[config.mk]
export PLATFORM = sky130hd
export DESIGN_NAME = gray_sync_bank
export DESIGN_NICKNAME = d
export VERILOG_FILES = /design/src/rtl/gray_sync_pkg.sv /design/src/rtl/gray_sync_bank_sync_chain.sv /design/src/rtl/gray_sync_bank.sv
export SDC_FILE = /design/constraint.sdc
export NUM_CORES = 1
export LEC_CHECK = 0
export CAP_MARGIN = 30
export CORE_UTILIZATION = 41
export DETAILED_ROUTE_END_ITERATION = 6
export PLACE_DENSITY = 0.8
export SYNTH_ARGS = -nofsm -noshare
export SYNTH_HDL_FRONTEND = slang
export SYNTH_SLANG_ARGS = --single-unit
[constraint.sdc]
create_clock -name CLK -period 1.6 [get_ports CLK]
set_clock_uncertainty 0.2 [all_clocks]
set_input_delay 0.32 -clock CLK [delete_from_list [all_inputs] [get_ports CLK]]
set_output_delay 0.32 -clock CLK [all_outputs]
set_load 0.03 [all_outputs]
[src/rtl/gray_sync_pkg.sv]
// Shared helpers for the Gray pointer synchroniser bank: width calc, popcount, Gray decode.
// Helpers operate on a fixed GS_MAX_W-bit vector; callers zero-extend narrower pointers.
package gray_sync_pkg;

  localparam int GS_MAX_W = 32;

  function automatic int clog2(input int n);
    int r;
    r = 0;
    while ((1 << r) < n) r++;
    return r;
  endfunction

  function automatic int popcount(input logic [GS_MAX_W-1:0] v);
    int c;
    c = 0;
    for (int i = 0; i < GS_MAX_W; i++) begin
      if (v[i]) c++;
    end
    return c;
  endfunction

  // Zero-extended Gray input decodes to a zero-extended binary result.
  function automatic logic [GS_MAX_W-1:0] gray2bin(input logic [GS_MAX_W-1:0] g);
    logic [GS_MAX_W-1:0] b;
    b = '0;
    b[GS_MAX_W-1] = g[GS_MAX_W-1];
    for (int i = GS_MAX_W - 2; i >= 0; i--) begin
      b[i] = b[i+1] ^ g[i];
    end
    return b;
  endfunction

endpackage

[src/rtl/gray_sync_bank_sync_chain.sv]
// Single-bit STAGES-deep metastability chain with asynchronous active-high reset.
module sync_chain #(
  parameter int STAGES = 2
) (
  input  logic CLK,
  input  logic RST,
  input  logic d,
  output logic q
);

  logic [STAGES-1:0] stg;

  always_ff @(posedge CLK or posedge RST) begin
    if (RST) stg <= '0;
    else     stg <= {stg[STAGES-2:0], d};
  end

  assign q = stg[STAGES-1];

endmodule

[src/rtl/gray_sync_bank.sv]
// Multi-stage Gray pointer synchroniser with settle flag, change strobe and sticky violation flag.
// Define GRAY_SYNC_BIN_EN to add the registered Gray-to-binary output BIN_OUT.
module gray_sync_bank
  import gray_sync_pkg::*;
#(
  parameter int P_SIZE = 4,
  parameter int STAGES = 2
) (
  input  logic              CLK,
  input  logic              RST,
  input  logic [P_SIZE-1:0] ASYNC_IN,
  input  logic              ERR_CLR,
  output logic [P_SIZE-1:0] SYNC_OUT,
  output logic              CHG_PULSE,
  output logic              SYNC_VALID,
  output logic              GRAY_ERR
`ifdef GRAY_SYNC_BIN_EN
  ,
  output logic [P_SIZE-1:0] BIN_OUT
`endif
);

  localparam int               CNT_W   = clog2(STAGES + 2);
  localparam logic [CNT_W-1:0] CNT_MAX = CNT_W'(STAGES + 1);

  logic [P_SIZE-1:0] prev;
  logic [P_SIZE-1:0] diff;
  logic [CNT_W-1:0]  cnt;
  logic              violation;

  for (genvar i = 0; i < P_SIZE; i++) begin : g_bit
    sync_chain #(.STAGES(STAGES)) u_chain (
      .CLK (CLK),
      .RST (RST),
      .d   (ASYNC_IN[i]),
      .q   (SYNC_OUT[i])
    );
  end

  assign diff       = SYNC_OUT ^ prev;
  assign SYNC_VALID = (cnt == CNT_MAX);
  // Reset-flush transients are not real pointer moves, so only flag once settled.
  assign violation  = SYNC_VALID && (popcount(GS_MAX_W'(diff)) > 1);

  always_ff @(posedge CLK or posedge RST) begin
    if (RST) begin
      prev      <= '0;
      cnt       <= '0;
      CHG_PULSE <= 1'b0;
      GRAY_ERR  <= 1'b0;
    end else begin
      prev      <= SYNC_OUT;
      CHG_PULSE <= |diff;
      if (cnt != CNT_MAX) cnt <= cnt + CNT_W'(1);
      if (violation)    GRAY_ERR <= 1'b1;
      else if (ERR_CLR) GRAY_ERR <= 1'b0;
    end
  end

`ifdef GRAY_SYNC_BIN_EN
  always_ff @(posedge CLK or posedge RST) begin
    if (RST) BIN_OUT <= '0;
    else     BIN_OUT <= P_SIZE'(gray2bin(GS_MAX_W'(SYNC_OUT)));
  end
`endif

endmodule

# After elaboration in Yosys (flattened, before gate mapping)
# Cells that the tools add are included.
[totals] reg_bits=16 elab_cells=25
[op_classes] n_addsub=4 magnitude_cmp=1 n_eq_ne=2 muxes=6 bitwise=1 reduce_logical=3
[op_table] op="$add 32x2->32 const B" n=3
[op_table] op="$mux 32" n=3
[op_table] op="$gt 32x2->1 const B" n=1
[op_table] op="$reduce_or 4->1" n=1
[op_table] op="$xor 4x4->4" n=1
[op_table] op="$mux 1" n=3
[op_table] op="$add 2x1->2 const B" n=1
[op_table] op="$eq 2x2->1 const B" n=1
[op_table] op="$ne 2x2->1 const B" n=1
[op_table] op="$reduce_bool 2->1" n=1
[op_table] op="$logic_and 1x1->1" n=1

# Logic depth before layout (Yosys ltp)
[depth] ltp_word=11 ltp_mapped=5 depth_no_buf=5

# Hierarchy
# Synthesis repeated with hierarchy kept, for this count alone.
[hier_totals] cells_unflattened=40 hier_area_um2=564.3
[by_module_without_submodules] mod="gray_sync_bank" n_inst=1 cells_per_inst=28 area_each_um2=349.1 seq_area_each_um2=200.2
[by_module_without_submodules] mod="sync_chain" n_inst=4 cells_per_inst=3 area_each_um2=53.8 seq_area_each_um2=50.0

# Worst setup path after synthesis
# Ideal clock, no wire load.
[synth_path] kind="reg2reg" from="reg prev[0]" to="reg GRAY_ERR" setup_ns=0.121 arrival_time_ns=1.407 t_required_ns=1.279 path_slack_ns=-0.129 stages_incl_launch_ff=6 n_path_buf=0 synth_period_minus_slack_ns=1.729 path_cell_list="dfrtp_1 -> xor2_2 -> ha_1 -> a211oi_1 -> o21ai_1 -> a32o_1"
[synth_via] elab_chain_len=11 word_cells_on_any_way=12
[synth_rtl] element="from (decl)" line_no="gray_sync_bank.sv:26" text="logic [P_SIZE-1:0] prev;"
[synth_rtl] element="from (signal assigned)" line_no="gray_sync_bank.sv:47" text="prev <= '0;"
[synth_rtl] element="from (signal assigned)" line_no="gray_sync_bank.sv:52" text="prev <= SYNC_OUT;"
[synth_rtl] element="$xor 4x4->4 *" line_no="gray_sync_bank.sv:40" text="assign diff = SYNC_OUT ^ prev;"
[synth_rtl] element="$mux 1 *" line_no="gray_sync_pkg.sv:18" text="if (v[i]) c++;"
[synth_rtl] element="$add 32x2->32" line_no="gray_sync_pkg.sv:18"
[synth_rtl] element="$mux 32 *" line_no="gray_sync_pkg.sv:18"
[synth_rtl] element="$add 32x2->32" line_no="gray_sync_pkg.sv:18"
[synth_rtl] element="$mux 32 *" line_no="gray_sync_pkg.sv:18"
[synth_rtl] element="$add 32x2->32" line_no="gray_sync_pkg.sv:18"
[synth_rtl] element="$mux 32 *" line_no="gray_sync_pkg.sv:18"
[synth_rtl] element="$gt 32x2->1 *" line_no="gray_sync_bank.sv:43" text="assign violation = SYNC_VALID && (popcount(GS_MAX_W'(diff)) > 1);"
[synth_rtl] element="$logic_and 1x1->1 *" line_no="gray_sync_bank.sv:43"
[synth_rtl] element="$mux 1 or $reduce_bool 2->1 (tied branches)"
[synth_rtl] element="to (signal assigned)" line_no="gray_sync_bank.sv:50" text="GRAY_ERR <= 1'b0;"
[synth_rtl] element="to (signal assigned)" line_no="gray_sync_bank.sv:55" text="if (violation) GRAY_ERR <= 1'b1;"
[synth_rtl] element="to (signal assigned)" line_no="gray_sync_bank.sv:56" text="else if (ERR_CLR) GRAY_ERR <= 1'b0;"
[synth_rtl] element="to (decl)" line_no="gray_sync_bank.sv:16" text="output logic GRAY_ERR"
# Mark *: on every way between the ends. The rest lies on a longest branch, timed or not.
# A chain may end at the register's enable or synchronous reset.

# Final worst setup path
[layout_path] from="reg g_bit[0].u_chain.stg[1]" to="reg GRAY_ERR"
[layout_via] elab_chain_len=11 word_cells_on_any_way=12
[layout_rtl] element="from (decl)" line_no="gray_sync_bank_sync_chain.sv:11" text="logic [STAGES-1:0] stg;"
[layout_rtl] element="from (signal assigned)" line_no="gray_sync_bank_sync_chain.sv:15" text="else stg <= {stg[STAGES-2:0], d};"
[layout_rtl] element="$xor 4x4->4 *" line_no="gray_sync_bank.sv:40"
[layout_rtl] element="$mux 1 *" line_no="gray_sync_pkg.sv:18"
[layout_rtl] element="$add 32x2->32" line_no="gray_sync_pkg.sv:18"
[layout_rtl] element="$mux 32 *" line_no="gray_sync_pkg.sv:18"
[layout_rtl] element="$add 32x2->32" line_no="gray_sync_pkg.sv:18"
[layout_rtl] element="$mux 32 *" line_no="gray_sync_pkg.sv:18"
[layout_rtl] element="$add 32x2->32" line_no="gray_sync_pkg.sv:18"
[layout_rtl] element="$mux 32 *" line_no="gray_sync_pkg.sv:18"
[layout_rtl] element="$gt 32x2->1 *" line_no="gray_sync_bank.sv:43"
[layout_rtl] element="$logic_and 1x1->1 *" line_no="gray_sync_bank.sv:43"
[layout_rtl] element="$mux 1 or $reduce_bool 2->1 (tied branches)"
# Marks and branches as above.

==> results.md <==
- Remaining DRCs: 0
- Per-cell routed wire length: between 10 and 15 µm
- Logic pwr share: approximately 18%
- Critical path class: flip-flop to flip-flop
- Peak supply drop: between 600 and 700 µV
- Total global-route track usage: 12.8%
- Drt total wl: 836 µm
- Layout Utilization: 60.9%
- Crit path DAT: around 1.6 ns
- Nets: 70
- Clk_lat worst skew: 0.28 ns
- Max H-tree Level: 1
- Area of the multi-input gates: 194 µm²
- Worst-Margin Slew: 0.294 ns
- Clk pwr share: approximately a quarter
- Power per Cell Area: roughly 960 mW/mm²
- Clk pin slew, worst setup/hold paths: 0.09 ns
- Num CTS Buffers: 3
- Synth warn: 0
- Crit. End Element: flip-flop
- Endpoints failing hold: 0
- Crit path launch type: flip-flop
- Failing checks: setup timing
- Die X: about 40 µm
- CTS root buffer: clkbuf_4
- Netlist cell types: 15
- # IOs: 14
- Cell-internal power: 0.581 mW
- Layout cell share with drive strength beyond 1: 37.3%
- Sequential cell area: approximately 400 µm²
- Minimum clock period: 1.65 ns
- Final GP Congestion: 0.668
- Antenna violations before repair: 0
- Commonest non-fill, non-tap cell in the layout: dfrtp_1
- CTS sink count: 16
- Switching power: 0.197 mW
- Syn-to-layout area delta: 33.8%
- Vias in the first global route: 341
- Final WS setup: -0.0455 ns
- Synth area leaders: dfrtp_1 (66%), xor2_2 (5.4%), buf_4 (4.9%)
- Mapped Area: 607 µm²
- Drt initial violations: 2
- CORE AREA: 0.00133 mm²
- Status: finished with violations
- Sw Ratio: 25.3%
- Die Y-Extent: 40.5 µm
- Starting Density: 45.5%
- Max Buffers Root-to-Sink: 2
- CP max FO: 3
- Worst slack, placed: -0.146 ns
- Gate Count Post-Synth: 40
- TritonCTS clock tree: yes
- Ant. Diodes: 0
- DRT Pass-1 Iters: 2
- Post-DP HPWL: between 600 and 700 µm
- DIE AREA: 0.00164 mm²
- Via Count: about 360
- Final ANT Viol Nets: 0
- Max frequency: 0.608 GHz
- RSZ-0062 raised after global routing: yes
- Fillers: 113
- Commonest non-fill, non-tap cells in the layout: dfrtp_1 (16), buf_4 (12), clkdlybuf4s50_1 (6), xnor2_1 (3), clkbuf_4 (3)
- Largest net degree at the start of global routing: 17
- Relative slew slack: 80.5%
- First-pass GRT wire length: 1280 µm
- Min-Delay Path Class: input pin to asynchronous set/reset pin
- Final Setup Violations: 1
- Lkg Pwr: 0.346 nW
- Seq cells post-synth: 16
- Row count: 13
- Total grt overflow: 0
- Area leader, netlist: dfrtp_1
- Max Cap Viol: 0
- Max Slew Vio Count: 0
- Syn Nets: 49
- Share of the yosys chip area belonging to registers: 66.0%
- Via density per instance: roughly 4.8
- CP required: 1.58 ns
- Mean area per synthesized cell: ~15 µm²
- Port bufs: 13
- Sequential power share: 56.5%
- Top cell type's share of synthesized area: 66.0%
- Final Cycle Share: 103%
## layer usage
layer / wire [µm] / global-route usage [%] / part of all wire [%]
met1: 372 / 13.8 / 44
met2: 420 / 21.0 / 50
met3: 43 / 5.00 / 5.1
met4: 0 / 7.50 / 0
met5: 0 / 0 / 0
## sequential cells by signal (all words and copies together), names as in the netlist
register	cells
g_bit.u_chain.stg	8
prev	4
cnt	2
CHG_PULSE	1
GRAY_ERR	1
## metrics by stage
stage,TNS (ns),instance area (µm²),total power [mW],cells,hold slack [ns]
5_1_grt,-0.0985,812,0.821,74,0.170
3_3_place_gp,-0.104,756,0.573,69,0.133
2_1_floorplan,-0.117,612,0.526,40,0.0337
3_5_place_dp,-0.146,756,0.578,69,0.139
6_report,-0.0455,812,0.778,74,0.141
4_1_cts,-0.0599,803,0.790,73,0.146
## cells by family after synthesis
logic type	after synthesis	share of synthesized area, %
compound gates	4	4.74
xor+xnor	7	12.6
fa+ha+maj	2	4.12
buf+inv	6	6.19
flops	16	66.0
mux	1	1.86
simple gates	4	4.54
## layout make-up
type | instances | share of cell area (%)
clock buffer | 3 | 2.77
inverter | 2 | 0.924
multi-input combinational | 18 | 23.9
sequential | 16 | 49.3
tap | 15 | 2.31
timing repair buffer | 20 | 20.8
## synthesized netlist by cell type
master,number
a211oi_1,1
a32o_1,1
and4b_1,1
buf_4,4
dfrtp_1,16
ha_1,2
inv_1,2
mux2_2,1
nor3_1,2
o21ai_1,1
o22ai_1,1
or4_1,1
xnor2_1,3
xor2_1,2
xor2_2,2
## path summary, 6_finish.rpt
path	start	end	cells past startpoint	slack [ns]
worst max-delay path	g_bit[0].u_chain.stg[1]$_DFF_PP0_	GRAY_ERR$_DFFE_PP0P_	5	-0.05
worst min-delay path	RST	g_bit[2].u_chain.stg[0]$_DFF_PP0_	3	0.14
worst max register to register	g_bit[0].u_chain.stg[1]$_DFF_PP0_	GRAY_ERR$_DFFE_PP0P_	5	-0.05
worst min register to register	g_bit[0].u_chain.stg[0]$_DFF_PP0_	g_bit[0].u_chain.stg[1]$_DFF_PP0_	0	0.16
max in group asynchronous	RST	prev[1]$_DFF_PP0_	3	0.88
min in group CLK	g_bit[0].u_chain.stg[0]$_DFF_PP0_	g_bit[0].u_chain.stg[1]$_DFF_PP0_	0	0.16
## critical path, stage by stage (launching register included)
cell and delay, ns:
dfrtp_1 0.41, xor2_2 0.20, ha_4 0.28, and4b_1 0.18, o21ai_1 0.06, a32o_1 0.22
## repair_timing
action                     in CTS  in global routing
hold buffers                    0                  0
setup endpoints to repair       4                  3
setup buffers                   1                  1
resized for setup               5                  1
pin swaps                       5                  1
## power by group through the flow
stage               combinational (mW)  clock (mW)  sequential, mW
floorplan                       0.0679           0           0.458
global placement                 0.127           0           0.447
detailed placement               0.130           0           0.448
CTS                              0.137       0.213           0.440
global route                     0.146       0.232           0.442
finish                           0.136       0.202           0.439
(Power assumes the default switching activity.)
